**config.mk**
```make
export PLATFORM = sky130hd
export DESIGN_NAME = serial_gearbox_n_to_m
export DESIGN_NICKNAME = d
export VERILOG_FILES = /design/src/rtl/serial_gearbox_pkg.sv /design/src/rtl/serial_gearbox_lane.sv /design/src/rtl/serial_gearbox_n_to_m.sv
export SDC_FILE = /design/constraint.sdc
export NUM_CORES = 1
export LEC_CHECK = 0
export CAP_MARGIN = 20
export CORE_MARGIN = 3
export CORE_UTILIZATION = 40
export DETAILED_ROUTE_END_ITERATION = 10
export GPL_TIMING_DRIVEN = 0
export PLACE_DENSITY = 0.67
export SLEW_MARGIN = 20
export SYNTH_ARGS = -nofsm -noshare
export SYNTH_HDL_FRONTEND = slang
export SYNTH_HIERARCHICAL = 1
export SYNTH_SLANG_ARGS = --single-unit
```
**constraint.sdc**
```tcl
create_clock -name serial_clk -period 3.2 [get_ports serial_clk]
set_input_delay 0.64 -clock serial_clk [delete_from_list [all_inputs] [get_ports serial_clk]]
set_output_delay 0.64 -clock serial_clk [all_outputs]
set_load 0.01 [all_outputs]
```
**src/rtl/serial_gearbox_pkg.sv**
```systemverilog
// Shared sizing helpers and DVI control-token constants for the serial gearbox.
package serial_gearbox_pkg;

  localparam logic [9:0] DVI_CTRL_TOKEN0 = 10'b1101010100;
  localparam logic [9:0] DVI_CTRL_TOKEN1 = 10'b0010101011;
  localparam logic [9:0] DVI_CTRL_TOKEN2 = 10'b0101010100;
  localparam logic [9:0] DVI_CTRL_TOKEN3 = 10'b1010101011;

  // Residual (< OUT_W) bits plus one whole word.
  function automatic int unsigned buf_w(input int unsigned data_w, input int unsigned out_w);
    return data_w + out_w - 1;
  endfunction

  function automatic int unsigned cnt_w(input int unsigned data_w, input int unsigned out_w);
    return $clog2(buf_w(data_w, out_w) + 1);
  endfunction

endpackage

```
**src/rtl/serial_gearbox_lane.sv**
```systemverilog
// One gearbox lane: residual shift buffer, word merge behind the residue, beat extraction.
module serial_gearbox_lane
  import serial_gearbox_pkg::*;
#(
  parameter  int unsigned DATA_W    = 10,
  parameter  int unsigned OUT_W     = 2,
  parameter  int unsigned LSB_FIRST = 1,
  localparam int unsigned BUF_W     = buf_w(DATA_W, OUT_W),
  localparam int unsigned CNT_W     = cnt_w(DATA_W, OUT_W)
) (
  input  logic              i_clk,
  input  logic              i_reset,
  input  logic              i_load,
  input  logic              i_emit,
  input  logic [CNT_W-1:0]  i_cnt,
  input  logic [DATA_W-1:0] i_word,
  output logic [OUT_W-1:0]  o_bits
);

  logic [BUF_W-1:0]  r_buf;
  logic [OUT_W-1:0]  r_bits;
  logic [DATA_W-1:0] w_word;
  logic [BUF_W-1:0]  w_merged;

  // Oldest bit sits at buffer bit 0; a new word lands just above the residue.
  always_comb begin
    w_word = i_word;
    if (LSB_FIRST == 0) begin
      for (int i = 0; i < int'(DATA_W); i++) begin
        w_word[i] = i_word[int'(DATA_W) - 1 - i];
      end
    end
    w_merged = r_buf;
    if (i_load) begin
      w_merged = r_buf | (BUF_W'(w_word) << i_cnt);
    end
  end

  always_ff @(posedge i_clk) begin
    if (i_reset) begin
      r_buf  <= '0;
      r_bits <= '0;
    end else if (i_emit) begin
      r_buf  <= w_merged >> OUT_W;
      r_bits <= w_merged[OUT_W-1:0];
    end else begin
      r_buf  <= w_merged;
      r_bits <= '0;
    end
  end

  assign o_bits = r_bits;

endmodule

```
**src/rtl/serial_gearbox_n_to_m.sv**
```systemverilog
// NUM_CH-lane DATA_W:OUT_W serialising gearbox with valid/ready input and underflow flag.
// Optional GEARBOX_IDLE_FILL_EN: starved beats are filled with IDLE_WORD instead of stalling.
module serial_gearbox_n_to_m
  import serial_gearbox_pkg::*;
#(
  parameter int unsigned DATA_W    = 10,
  parameter int unsigned OUT_W     = 2,
  parameter int unsigned NUM_CH    = 3,
  parameter int unsigned LSB_FIRST = 1
`ifdef GEARBOX_IDLE_FILL_EN
  ,
  parameter logic [DATA_W-1:0] IDLE_WORD = DATA_W'(DVI_CTRL_TOKEN0)
`endif
) (
  input  logic                     serial_clk,
  input  logic                     reset,
  input  logic                     in_valid,
  output logic                     in_ready,
  input  logic [NUM_CH*DATA_W-1:0] in_data,
  output logic                     out_valid,
  output logic [NUM_CH*OUT_W-1:0]  out_data,
  output logic                     underflow
);

  localparam int unsigned CNT_W = cnt_w(DATA_W, OUT_W);

  if (OUT_W > DATA_W || OUT_W < 1 || NUM_CH < 1 || DATA_W < 2) begin : g_bad_cfg
    $error("serial_gearbox_n_to_m: unsupported DATA_W/OUT_W/NUM_CH combination");
  end

  logic [CNT_W-1:0] r_cnt;
  logic             r_seen;
  logic             r_out_valid;
  logic             r_underflow;
  logic             w_accept;
  logic             w_inject;
  logic             w_load;
  logic             w_emit;
  logic [CNT_W-1:0] w_merged_cnt;
  logic [CNT_W-1:0] w_cnt_nxt;

  assign in_ready = (r_cnt < CNT_W'(OUT_W));

  // Shared fill-count bookkeeping; every lane follows the same load/emit strobes.
  always_comb begin
    w_accept = in_valid & in_ready;
    w_inject = 1'b0;
`ifdef GEARBOX_IDLE_FILL_EN
    w_inject = ~w_accept & in_ready & r_seen;
`endif
    w_load       = w_accept | w_inject;
    w_merged_cnt = w_load ? r_cnt + CNT_W'(DATA_W) : r_cnt;
    w_emit       = (w_merged_cnt >= CNT_W'(OUT_W));
    w_cnt_nxt    = w_emit ? w_merged_cnt - CNT_W'(OUT_W) : w_merged_cnt;
  end

  always_ff @(posedge serial_clk) begin
    if (reset) begin
      r_cnt       <= '0;
      r_seen      <= 1'b0;
      r_out_valid <= 1'b0;
      r_underflow <= 1'b0;
    end else begin
      r_cnt       <= w_cnt_nxt;
      r_seen      <= r_seen | w_accept;
      r_out_valid <= w_emit;
      r_underflow <= r_underflow | (~w_emit & r_seen);
    end
  end

  assign out_valid = r_out_valid;
  assign underflow = r_underflow;

  for (genvar c = 0; c < int'(NUM_CH); c++) begin : g_lane
    logic [DATA_W-1:0] w_word;
`ifdef GEARBOX_IDLE_FILL_EN
    assign w_word = w_inject ? IDLE_WORD : in_data[c*DATA_W +: DATA_W];
`else
    assign w_word = in_data[c*DATA_W +: DATA_W];
`endif
    serial_gearbox_lane #(
      .DATA_W    (DATA_W),
      .OUT_W     (OUT_W),
      .LSB_FIRST (LSB_FIRST)
    ) u_lane (
      .i_clk   (serial_clk),
      .i_reset (reset),
      .i_load  (w_load),
      .i_emit  (w_emit),
      .i_cnt   (r_cnt),
      .i_word  (w_word),
      .o_bits  (out_data[c*OUT_W +: OUT_W])
    );
  end

endmodule

```
# After elaboration in Yosys (flattened, before gate mapping)
# Cells that the tools add are included.
dict set report op_classes {
  n_addsub 2
  n_lt_le_gt_ge 2
  shifts 3
  mux 8
  n_bitwise 8
  n_reduce_logical 2
}
# operator n
set op_table {}
lappend op_table {{2-to-1 mux 11 bit} 3}
lappend op_table {{bitwise OR 11 bit} 3}
lappend op_table {{<< shifter 10 x 4 -> 11 bit} 3}
lappend op_table {{2-to-1 mux 9 bit} 3}
lappend op_table {{2-to-1 mux 4 bit} 2}
lappend op_table {{adder 4 bit, second input constant} 1}
lappend op_table {{>= comparator 4 x 2 -> 1 bit, second input constant} 1}
lappend op_table {{< comparator 4 x 2 -> 1 bit, second input constant} 1}
lappend op_table {{OR reduction 2 bit} 2}
lappend op_table {{subtractor 4 x 2 -> 4 bit, second input constant} 1}
lappend op_table {{AND 1 bit} 2}
lappend op_table {{bitwise OR 1 bit} 2}
lappend op_table {{NOT 1 bit} 1}
dict set report totals {
  register_bits 46
  in_bits 33
}

# Longest topological paths before layout
# Gate-level depths: netlist of the first run.
dict set report depth {
  depth_word 7
  ltp_mapped 9
  ltp_nobuf 9
}

# Cells and area by module
# The synthesis of the first run kept the hierarchy.
# module instances cells_each area_each_um2
set modules_own_cells {}
lappend modules_own_cells {serial_gearbox_lane 3 109 912.1}
lappend modules_own_cells {serial_gearbox_n_to_m 1 39 355.3}

# Worst setup path before layout of the first run
# Ideal clock, no wire load.
dict set report synth_timing {
  path_type {flip-flop to flip-flop}
  start {reg r_cnt[1]}
  end {reg g_lane[0].u_lane.r_buf[4]}
  t_arrival_ns 2.752
  required_ns 3.061
  setup_slack_ns 0.309
  path_stages_with_launch 10
  synth_period_minus_slack_ns 2.891
  cell_sequence {dfxtp_1 ha_1 nor4bb_1 nor2_1 ha_1 a2111oi_2 inv_1 clkbuf_1 nor3_1 a211oi_1}
}
dict set report synth_via {
  elab_chain_cells 5
  word_cells_on_any_way 9
}
# element line_no
set synth_lines {}
lappend synth_lines {{start, declared} serial_gearbox_n_to_m.sv:31} ;# logic [CNT_W-1:0] r_cnt;
lappend synth_lines {{start signal, assigned} serial_gearbox_n_to_m.sv:64} ;# r_cnt <= w_cnt_nxt;
lappend synth_lines {{< comparator 4 x 2 -> 1 bit} serial_gearbox_n_to_m.sv:42} ;# assign in_ready = (r_cnt < CNT_W'(OUT_W));
lappend synth_lines {{AND 1 bit} serial_gearbox_n_to_m.sv:46} ;# w_accept = in_valid & in_ready;
lappend synth_lines {{2-to-1 mux 4 bit *} serial_gearbox_n_to_m.sv:52} ;# w_merged_cnt = w_load ? r_cnt + CNT_W'(DATA_W) : r_cnt;
lappend synth_lines {{>= comparator 4 x 2 -> 1 bit *} serial_gearbox_n_to_m.sv:53} ;# w_emit = (w_merged_cnt >= CNT_W'(OUT_W));
lappend synth_lines {{via w_emit} serial_gearbox_n_to_m.sv:38} ;# logic w_emit;
lappend synth_lines {{2-to-1 mux 9 bit *} serial_gearbox_lane.sv:43} ;# end else if (i_emit) begin
lappend synth_lines {{end signal, assigned} serial_gearbox_lane.sv:44} ;# r_buf <= w_merged >> OUT_W;
lappend synth_lines {{end signal, assigned} serial_gearbox_lane.sv:47} ;# r_buf <= w_merged;
lappend synth_lines {{end, declared} serial_gearbox_lane.sv:20} ;# logic [BUF_W-1:0] r_buf;
# Mark *: on every way through the listed nets, which the timed path passes. The rest lies on a longest branch.
# A chain may end at the register's enable or synchronous reset.

# Worst setup path in the final report of the first run
dict set report layout_timing {
  start {in in_valid}
  end {reg g_lane[1].u_lane.r_buf[4]}
}
dict set report layout_via {
  elab_chain_cells 4
  word_cells_on_any_way 5
}
# element line_no
set layout_lines {}
lappend layout_lines {{start, declared} serial_gearbox_n_to_m.sv:17} ;# input logic in_valid,
lappend layout_lines {{AND 1 bit} serial_gearbox_n_to_m.sv:46}
lappend layout_lines {{2-to-1 mux 4 bit} serial_gearbox_n_to_m.sv:52}
lappend layout_lines {{>= comparator 4 x 2 -> 1 bit} serial_gearbox_n_to_m.sv:53}
lappend layout_lines {{via w_emit} serial_gearbox_n_to_m.sv:38}
lappend layout_lines {{2-to-1 mux 9 bit} serial_gearbox_lane.sv:43}
lappend layout_lines {{end signal, assigned} serial_gearbox_lane.sv:44}
lappend layout_lines {{end signal, assigned} serial_gearbox_lane.sv:47}
lappend layout_lines {{end, declared} serial_gearbox_lane.sv:20}
# The timed path passes the listed nets, and every way through them passes these cells.

==> flow_summary.ini, run 1 <==
[detailed_routing]
viasPerCell = 5.748
remaining_drc_errors = 0
highest_layer = met4
vias = 2989
wl_met2_mm = 3.454
drt-initial-drc-count = 239
drtPass1Iterations = 5
drtAntennaViolNets = 0
wl_met1_mm = 3.707
wl_per_cell_um = 14.83
routed_wl_mm = 7.712
met3_length_um = 461

[worst_setup_path]
end_kind = flop
crit_required_ns = 3.36
worstSetupPathType = input port to flop
worst_ep_arrival_time_ns = 3.06
timing.rr.start = r_cnt[2]
reg2regPathDepth = 9
r2r-end = g_lane[1].u_lane/r_buf[4]
rrSetupSlack_ns = 0.31
start_kind = input port
crit_path_max_fanout = 15
crit_end = g_lane[1].u_lane/r_buf[4]
critical_path.startpoint = in_valid

[global_route]
grt_pass1_wl_mm = 12.94
track_usage_pct = 17.83
grt_antenna_before_repair = 0
grt_max_degree = 25
grt_pass1_vias = 2803
overflow = 0

[clock_network]
cts.sinks = 45
clk_pin_slew_worst_paths_ns = 0.08
htree_levels = 2
clock_latency_ns = 0.29
cts_tree = done
cts_buffers = 5
clockRootBuffer = clkbuf_8
post_cts_buffers = 0
clk_path_buf_depth = 2

[final_layout]
final_cells = 520
diodes = 0
fin_nets = 457
drive_above_1_share_pct = 11.88
most-common-layout-cells = nor2_1 (42), dfxtp_1 (42), clkdlybuf4s50_1 (40)
area_growth_pct = 21.93
post-route-cell-area_sq_um = 3770

[place]
gp_congestion = 0.8705
place_area_sq_um = 3646
place_hpwl_mm = 5.773
dpl.cell_count = 513
numPortBuffers = 40

[synthesis]
synth_cells = 366
ys_seq_area_share_pct = 29.14
muxShareOfSynthArea_pct = 17.36
synth_top_family_by_area = compound AO/OA/AOI/OAI gates
yosysTopAreaCell = dfxtp_1
synthArstFlopShare_pct = 0
synth_top_area_share_pct = 29.14
synth-xor-area-share_pct = 0
synth-edff-count = 0
synth-main-ff-cell = dfxtp_1
syn-cell-area_sq_um = 3092
yosys.cell_types.count = 42
synth_seq_cells = 45
synth.area.top_cells = dfxtp_1 (29%), mux2i_1 (9.7%), nor2_1 (5.1%), mux4_2 (4.4%), a211oi_1 (3.6%)
synth-compound-area-share_pct = 24.12
synth_adder_area_share_pct = 1.214
yosys.area_share.simple_pct = 21.49
avgSynthCellArea_sq_um = 8.447
ys.warnings.count = 6

[floorplan]
dieWidth_um = 93.92
die_area_sq_um = 8820
start_util_pct = 41.95
core_area_sq_um = 7370
rows = 31
die_h_um = 93.92
num_io_pins = 42

[run]
timing.max_cap.violations = 0

[timing]
finalHoldViolCount = 0
fmax_mhz = 344.5
maxSlewViolCount = 0
worst_slew_pin_slew_ns = 0.4860
rsz0062_at_grt = no
period_share_pct = 90.71
relSlewSlack_pct = 67.18
post-route-min-period_ns = 2.903
setup_viol = 0
skew_ns = 0.006168

[pwr]
ir_drop_mv = 0.4751
cellPowerDensity_nw_per_um2 = 851.7
leakagePower_uw = 0.001418

[min_path]
hold_class = flop to flop
worstHoldStart = g_lane[1].u_lane/r_buf[1]

[run_status]
status = completed
[cells in the mapped netlist (4+ instances only)]
master     instances
o22ai_1            9
and3b_1            6
nor3_1            16
and2_1             4
dfxtp_1           45
a31oi_1           18
nor2_1            42
clkbuf_1           7
nand2_1           13
inv_1             23
a21oi_1           15
nand3_1            9
nor3b_1            5
buf_2              9
or2_2              6
nand2b_1          11
a311oi_1           6
a2111oi_0         12
a211oi_1          15
mux2_2             9
mux2i_1           30
nor2b_1           14
mux4_2             6
[kinds of logic (layout without fill, tap and decap cells)]
kind of cell / Yosys count / after routing
mux: 45 / 45
fa+ha+maj: 3 / 3
compound gates: 99 / 99
other cells: 1 / 9
simple gates: 128 / 128
flops: 45 / 45
buf+inv: 45 / 92
[through the flow]
step	setup WS, ns	power [uW]	setup TNS, ns	hold WS [ns]	utilization [%]
floorplan	0.3089	2287	0	0.4197	-
global placement	-0.4244	2727	-10.84	0.4435	49.47
detailed placement	-0.5456	2770	-14.87	0.4511	49.47
CTS	0.08206	3196	0	0.4707	50.95
global route	0.07361	3486	0	0.5006	51.15
finish	0.2972	3211	0	0.4596	51.15
[report_power, final]
group	switching, uW	internal (uW)	leakage (uW)	total (uW)
registers	184	774	0.000371	958
clock network	185	227	0.0000540	412
logic	1030	814	0.000994	1840
total	1400	1820	0.00142	3210
[cell type report]
type	count	area, sq um
Fill cell	710	3600
Clock inverter	2	35.03
Sequential cell	45	907.1
Multi-Input combinational cell	284	2032
Timing Repair Buffer	40	400.4
Clock buffer	5	68.82
Inverter	23	86.33
Buffer	22	116.4
Tap cell	99	123.9
[critical path: stages]
cell and delay (ns):
clkdlybuf4s50_1 0.52, nor4bb_1 0.32, nor2_1 0.12, ha_1 0.28, a2111oi_4 0.35, inv_2 0.24
clkbuf_1 0.30, nor3_1 0.24, a211oi_1 0.07
[timing repair]
action                                  in CTS  in global routing
hold buffers                                 0                  0
endpoints found under the setup margin      39                 19
gates resized for setup                      4                  3
[registers in the layout, summed over array words and instances, names as in the netlist]
register / cells
g_lane.u_lane/o_bits: 6
g_lane.u_lane/r_buf: 33
out_valid: 1
r_cnt: 3
r_seen: 1
underflow: 1
[per-layer routing]
layer,vias up,global-route usage [%]
met1,1391,25.47
met2,107,27.56
met5,-,0
met3,8,2.885
met4,0,5.295
li1,1483,-
[how the worst min path moves through the flow]
| stage | endpoint | depth (start not counted) | slack [ns] |
|---|---|---|---|
| after global routing | g_lane[2].u_lane/o_bits[1] | 2 | 0.50 |
| after detailed placement | g_lane[1].u_lane/o_bits[1] | 2 | 0.45 |
| final | g_lane[1].u_lane/o_bits[1] | 2 | 0.46 |
| after global placement | r_seen | 1 | 0.44 |
| after floorplan | g_lane[0].u_lane/o_bits[1] | 2 | 0.42 |
| after CTS | g_lane[1].u_lane/o_bits[1] | 2 | 0.47 |
Power figures use the tool's default switching activity.
==> inputs of run 2 (changes only) <==
- clock period: 3.2 -> 3.54 ns (I/O delays scaled with it)
==> flow_summary.ini, run 2 (same netlist as run 1, synthesis figures left out) <==
[run_status]
status = completed

[global_route]
grt_pass1_vias = 2799
grt_antenna_before_repair = 0
grt_max_degree = 25
grt_pass1_wl_mm = 12.93
overflow = 0
track_usage_pct = 17.82

[worst_setup_path]
worstSetupPathType = flop to flop
cpMaxStageDelayCell = dfxtp_2
crit_required_ns = 3.70
worstPathCellList = ha_1 > nor4bb_1 > nor2_1 > ha_1 > a2111oi_2 > inv_2 > clkbuf_1 > nor3_1 > a211oi_1
path_common_cell = ha_1
reg2regPathDepth = 9
crit_path_max_fanout = 20
critical_path.startpoint = r_cnt[1]
timing.rr.start = r_cnt[1]
critPathMaxStageDelay_ns = 0.68
crit_family = simple AND/OR/NAND/NOR gates
worst-path-buf-inv = 2
rrSetupSlack_ns = 0.33
cp.depth = 9
start_kind = flop
worst_ep_arrival_time_ns = 3.37
end_kind = flop
r2r-end = g_lane[1].u_lane/r_buf[4]

[detailed_routing]
drt-initial-drc-count = 227
remaining_drc_errors = 0
wl_per_cell_um = 14.80
routed_wl_mm = 7.697
viasPerCell = 5.754
drtAntennaViolNets = 0
drtPass1Iterations = 5
vias = 2992

[pwr]
p_sw_uw = 1256
comb_power_share_pct = 57.3
power_uw = 2886
p_seq_share_pct = 29.7
ir_drop_mv = 0.4142
p_clk_share_pct = 13.0
swShare_pct = 43.51
cellPowerDensity_nw_per_um2 = 769.1
leakagePower_uw = 0.001415
p_int_uw = 1630

[clock_network]
clk_path_buf_depth = 2
cts_buffers = 5
clockRootBuffer = clkbuf_8
htree_levels = 2
cts.sinks = 45
post_cts_buffers = 0
clock_latency_ns = 0.29
cts_tree = done
clk_pin_slew_worst_paths_ns = 0.08

[floorplan]
rows = 31
start_util_pct = 41.95
dieWidth_um = 93.92
die_area_sq_um = 8820
die_h_um = 93.92
core_area_sq_um = 7370
num_io_pins = 42

[min_path]
worstHoldStart = g_lane[1].u_lane/r_buf[1]
holdPathStages = 2
hold_class = flop to flop
holdPathEnd = g_lane[1].u_lane/o_bits[1]

[run]
timing.max_cap.violations = 0

[final_layout]
drive_above_1_share_pct = 11.40
most-common-layout-cells = dfxtp_1 (43), nor2_1 (42), clkdlybuf4s50_1 (40)
largest_reg_flops = 33
diodes = 0
max_flop_register = g_lane.u_lane/r_buf
final_common_cell = dfxtp_1
final_cells = 520
fin_nets = 457
fillCellCount = 714
area_growth_pct = 21.37
post-route-cell-area_sq_um = 3752

[timing]
fin_ws_ns = 0.3282
period_share_pct = 90.73
relSlewSlack_pct = 44.68
fmax_mhz = 311.4
finalHoldViolCount = 0
worst_slew_pin_slew_ns = 0.8286
rsz0062_at_grt = no
skew_ns = 0.005142
maxSlewViolCount = 0
finalSetupTns_ns = 0
post-route-min-period_ns = 3.212
setup_viol = 0

[place]
numPortBuffers = 40
dpl.cell_count = 513
place_area_sq_um = 3646
post-place-ws_ns = -0.2056
gp_congestion = 0.8705
place_hpwl_mm = 5.773
run 2: cell counts in the layout (fill, tap and decap cells not counted):
No cell type changed its count.
run 2: power groups by stage:
| stage | Clock (uW) | Combinational, uW | Sequential (uW) |
|---|---|---|---|
| global placement | 0 | 1600 | 864 |
| global route | 402 | 1840 | 887 |
| floorplan | 0 | 1240 | 831 |
| detailed placement | 0 | 1640 | 867 |
| finish | 374 | 1650 | 858 |
| CTS | 385 | 1640 | 858 |
run 2: what timing repair did:
action | CTS | global route
hold buffers | 0 | 0
endpoints found under the setup margin | 30 | 24
gates resized for setup | 1 | 2
run 2: through the flow:
| step | hold slack [ns] | util (%) |
|---|---|---|
| 2_1_floorplan | 0.4197 | - |
| 3_3_place_gp | 0.4435 | 49.47 |
| 3_5_place_dp | 0.4511 | 49.47 |
| 4_1_cts | 0.4707 | 50.90 |
| 5_1_grt | 0.5006 | 50.92 |
| 6_report | 0.4596 | 50.92 |
run 2: area by class of cell:
type / count / area [sq um] / area share, %
Clock inverter: 2 / 35.03 / 0.9336
Tap cell: 99 / 123.9 / 3.301
Buffer: 22 / 116.4 / 3.101
Clock buffer: 5 / 68.82 / 1.834
Inverter: 23 / 86.33 / 2.301
Sequential cell: 45 / 903.4 / 24.07
Multi-Input combinational cell: 284 / 2018 / 53.78
Timing Repair Buffer: 40 / 400.4 / 10.67
run 2: worst min-delay path: cells and delay by family, from the launching register on:
family           cells  cell delay, ns
AO/OA/AOI/OAI        1            0.04
flip-flops           1            0.31
AND/OR/NAND/NOR      1            0.07
run 2: worst max-delay path by stage:
stage	end
global route	g_lane[1].u_lane/r_buf[5]
floorplan	g_lane[0].u_lane/r_buf[4]
detailed placement	g_lane[1].u_lane/r_buf[4]
CTS	g_lane[1].u_lane/r_buf[5]
finish	g_lane[1].u_lane/r_buf[4]
global placement	g_lane[1].u_lane/r_buf[4]
run 2: routing by layer:
| metal | wire length, um | up-vias | GRT usage, % |
|---|---|---|---|
| li1 | - | 1479 | - |
| met1 | 3669 | 1385 | 25.52 |
| met2 | 3447 | 120 | 27.44 |
| met3 | 491 | 8 | 2.885 |
| met4 | 89 | 0 | 5.295 |
| met5 | 0 | - | 0 |
==> inputs of run 3 (changes only) <==
- GPL_TIMING_DRIVEN: 0 -> not set
==> flow_summary.ini, run 3 (same netlist as run 1, synthesis figures left out) <==
[run_status]
status = completed

[clock_network]
postCtsResizedCells = 0
post_cts_buffers = 0
clockRootBuffer = clkbuf_8
cts_tree = done
clock_latency_ns = 0.30
htree_levels = 2
cts.sinks = 45
clk_pin_slew_worst_paths_ns = 0.08
ctsHoldBuffers = 0
clk_path_buf_depth = 2
cts_buffers = 5

[timing]
finalSetupTns_ns = 0
rsz0062_at_grt = no
fmax_mhz = 352.9
relSlewSlack_pct = 41.60
fin_ws_ns = 0.7064
maxSlewViolCount = 0
setup_viol = 0
post-route-min-period_ns = 2.834
finalHoldViolCount = 0
worst_slew_pin_slew_ns = 0.8748
skew_ns = 0.007823
period_share_pct = 80.05

[place]
post-place-ws_ns = 0.4457
gp_congestion = 0.8580
place_area_sq_um = 3601
numPortBuffers = 41
place_hpwl_mm = 5.429

[floorplan]
die_h_um = 93.92
rows = 31
dieWidth_um = 93.92
start_util_pct = 41.95
core_area_sq_um = 7370
die_area_sq_um = 8820
num_io_pins = 42

[min_path]
hold_class = flop to flop
worstHoldStart = g_lane[1].u_lane/r_buf[1]
holdPathStages = 2
holdPathEnd = g_lane[1].u_lane/o_bits[1]

[run]
timing.max_cap.violations = 0

[global_route]
grt_antenna_before_repair = 0
grt_max_degree = 70
track_usage_pct = 17.59
grt_pass1_wl_mm = 12.65
overflow = 0
grt_pass1_vias = 2672

[worst_setup_path]
end_kind = flop
rrSetupSlack_ns = 0.76
crit_path_max_fanout = 10
cpMaxStageDelayCell = clkdlybuf4s50_1
worstPathCellList = clkdlybuf4s50_1 > nor2b_1 > and2_1 > nor2b_1 > nand2_1 > a311oi_1 > nor3_1 > a221oi_1
reg2regPathDepth = 8
worst_ep_arrival_time_ns = 3.03
path_common_cell = nor2b_1
r2r-end = g_lane[0].u_lane/r_buf[6]
timing.rr.start = r_cnt[3]
critPathMaxStageDelay_ns = 0.51
start_kind = input port
crit_required_ns = 3.73
worstSetupPathType = input port to flop

[detailed_routing]
viasPerCell = 5.740
drt-initial-drc-count = 223
drtPass1Iterations = 4
remaining_drc_errors = 0
vias = 2916
routed_wl_mm = 7.530
drtAntennaViolNets = 0
wl_per_cell_um = 14.82

[final_layout]
max_flop_register = g_lane.u_lane/r_buf
largest_reg_flops = 33
fillCellCount = 729
drive_above_1_share_pct = 10.02
multiInputGateArea_sq_um = 2018
regArea_sq_um = 902.1
most-common-layout-cells = dfxtp_1 (44), nor2_1 (42), clkdlybuf4s50_1 (41)
final_common_cell = dfxtp_1
post-route-cell-area_sq_um = 3685
area_growth_pct = 19.18
fin_nets = 444
diodes = 0

[pwr]
cellPowerDensity_nw_per_um2 = 756.6
leakagePower_uw = 0.001365
ir_drop_mv = 0.5439
==> run 3: area by class of cell <==
type | count | share of cell area (%)
flip-flops and latches | 45 | 24.48
multi-input cells | 284 | 54.77
clock inverters | 1 | 0.2037
repair buffers | 49 | 12.77
well taps | 99 | 3.362
clock buffers | 7 | 2.071
inverters | 23 | 2.343
==> run 3: metal layers <==
layer | GRT usage, % | wire [um]
met5 | 0 | 0
met4 | 5.174 | 87
met3 | 2.965 | 469
met2 | 26.91 | 3371
met1 | 25.28 | 3601
==> run 3: where the power goes <==
group          switching (uW)  internal [uW]  leakage, uW  total, uW
clock network             169            140    0.0000385        309
registers                 115            695     0.000370        811
logic                     949            720     0.000957       1670
total                    1230           1550      0.00137       2790
==> run 3: metrics by stage <==
stage / power (uW) / hold slack [ns] / utilization, % / instances
floorplan: 2067 / 0.4197 / - / 374
global placement: 2446 / 0.4419 / 48.86 / 500
detailed placement: 2470 / 0.4411 / 48.86 / 500
CTS: 2789 / 0.4720 / 50.00 / 508
global route: 3042 / 0.4966 / 50.00 / 508
finish: 2788 / 0.4658 / 50.00 / 508
==> run 3: worst max-delay path by stage <==
stage | start | endpoint | slack [ns] | cells after the start
2_1_floorplan | r_cnt[1] | g_lane[0].u_lane/r_buf[4] | 0.65 | 9
3_3_place_gp | in_valid | g_lane[2].u_lane/r_buf[5] | 0.45 | 8
3_5_place_dp | in_valid | g_lane[0].u_lane/r_buf[6] | 0.45 | 9
4_1_cts | in_valid | g_lane[0].u_lane/r_buf[6] | 0.76 | 9
5_1_grt | in_valid | g_lane[2].u_lane/r_buf[5] | 0.46 | 8
6_report | in_valid | g_lane[2].u_lane/r_buf[5] | 0.71 | 8
==> run 3: worst max-delay path, delay by kind of cell <==
family	cells	cell delay (ns)
compound gates	2	0.60
buf+inv	1	0.51
simple gates	5	1.21
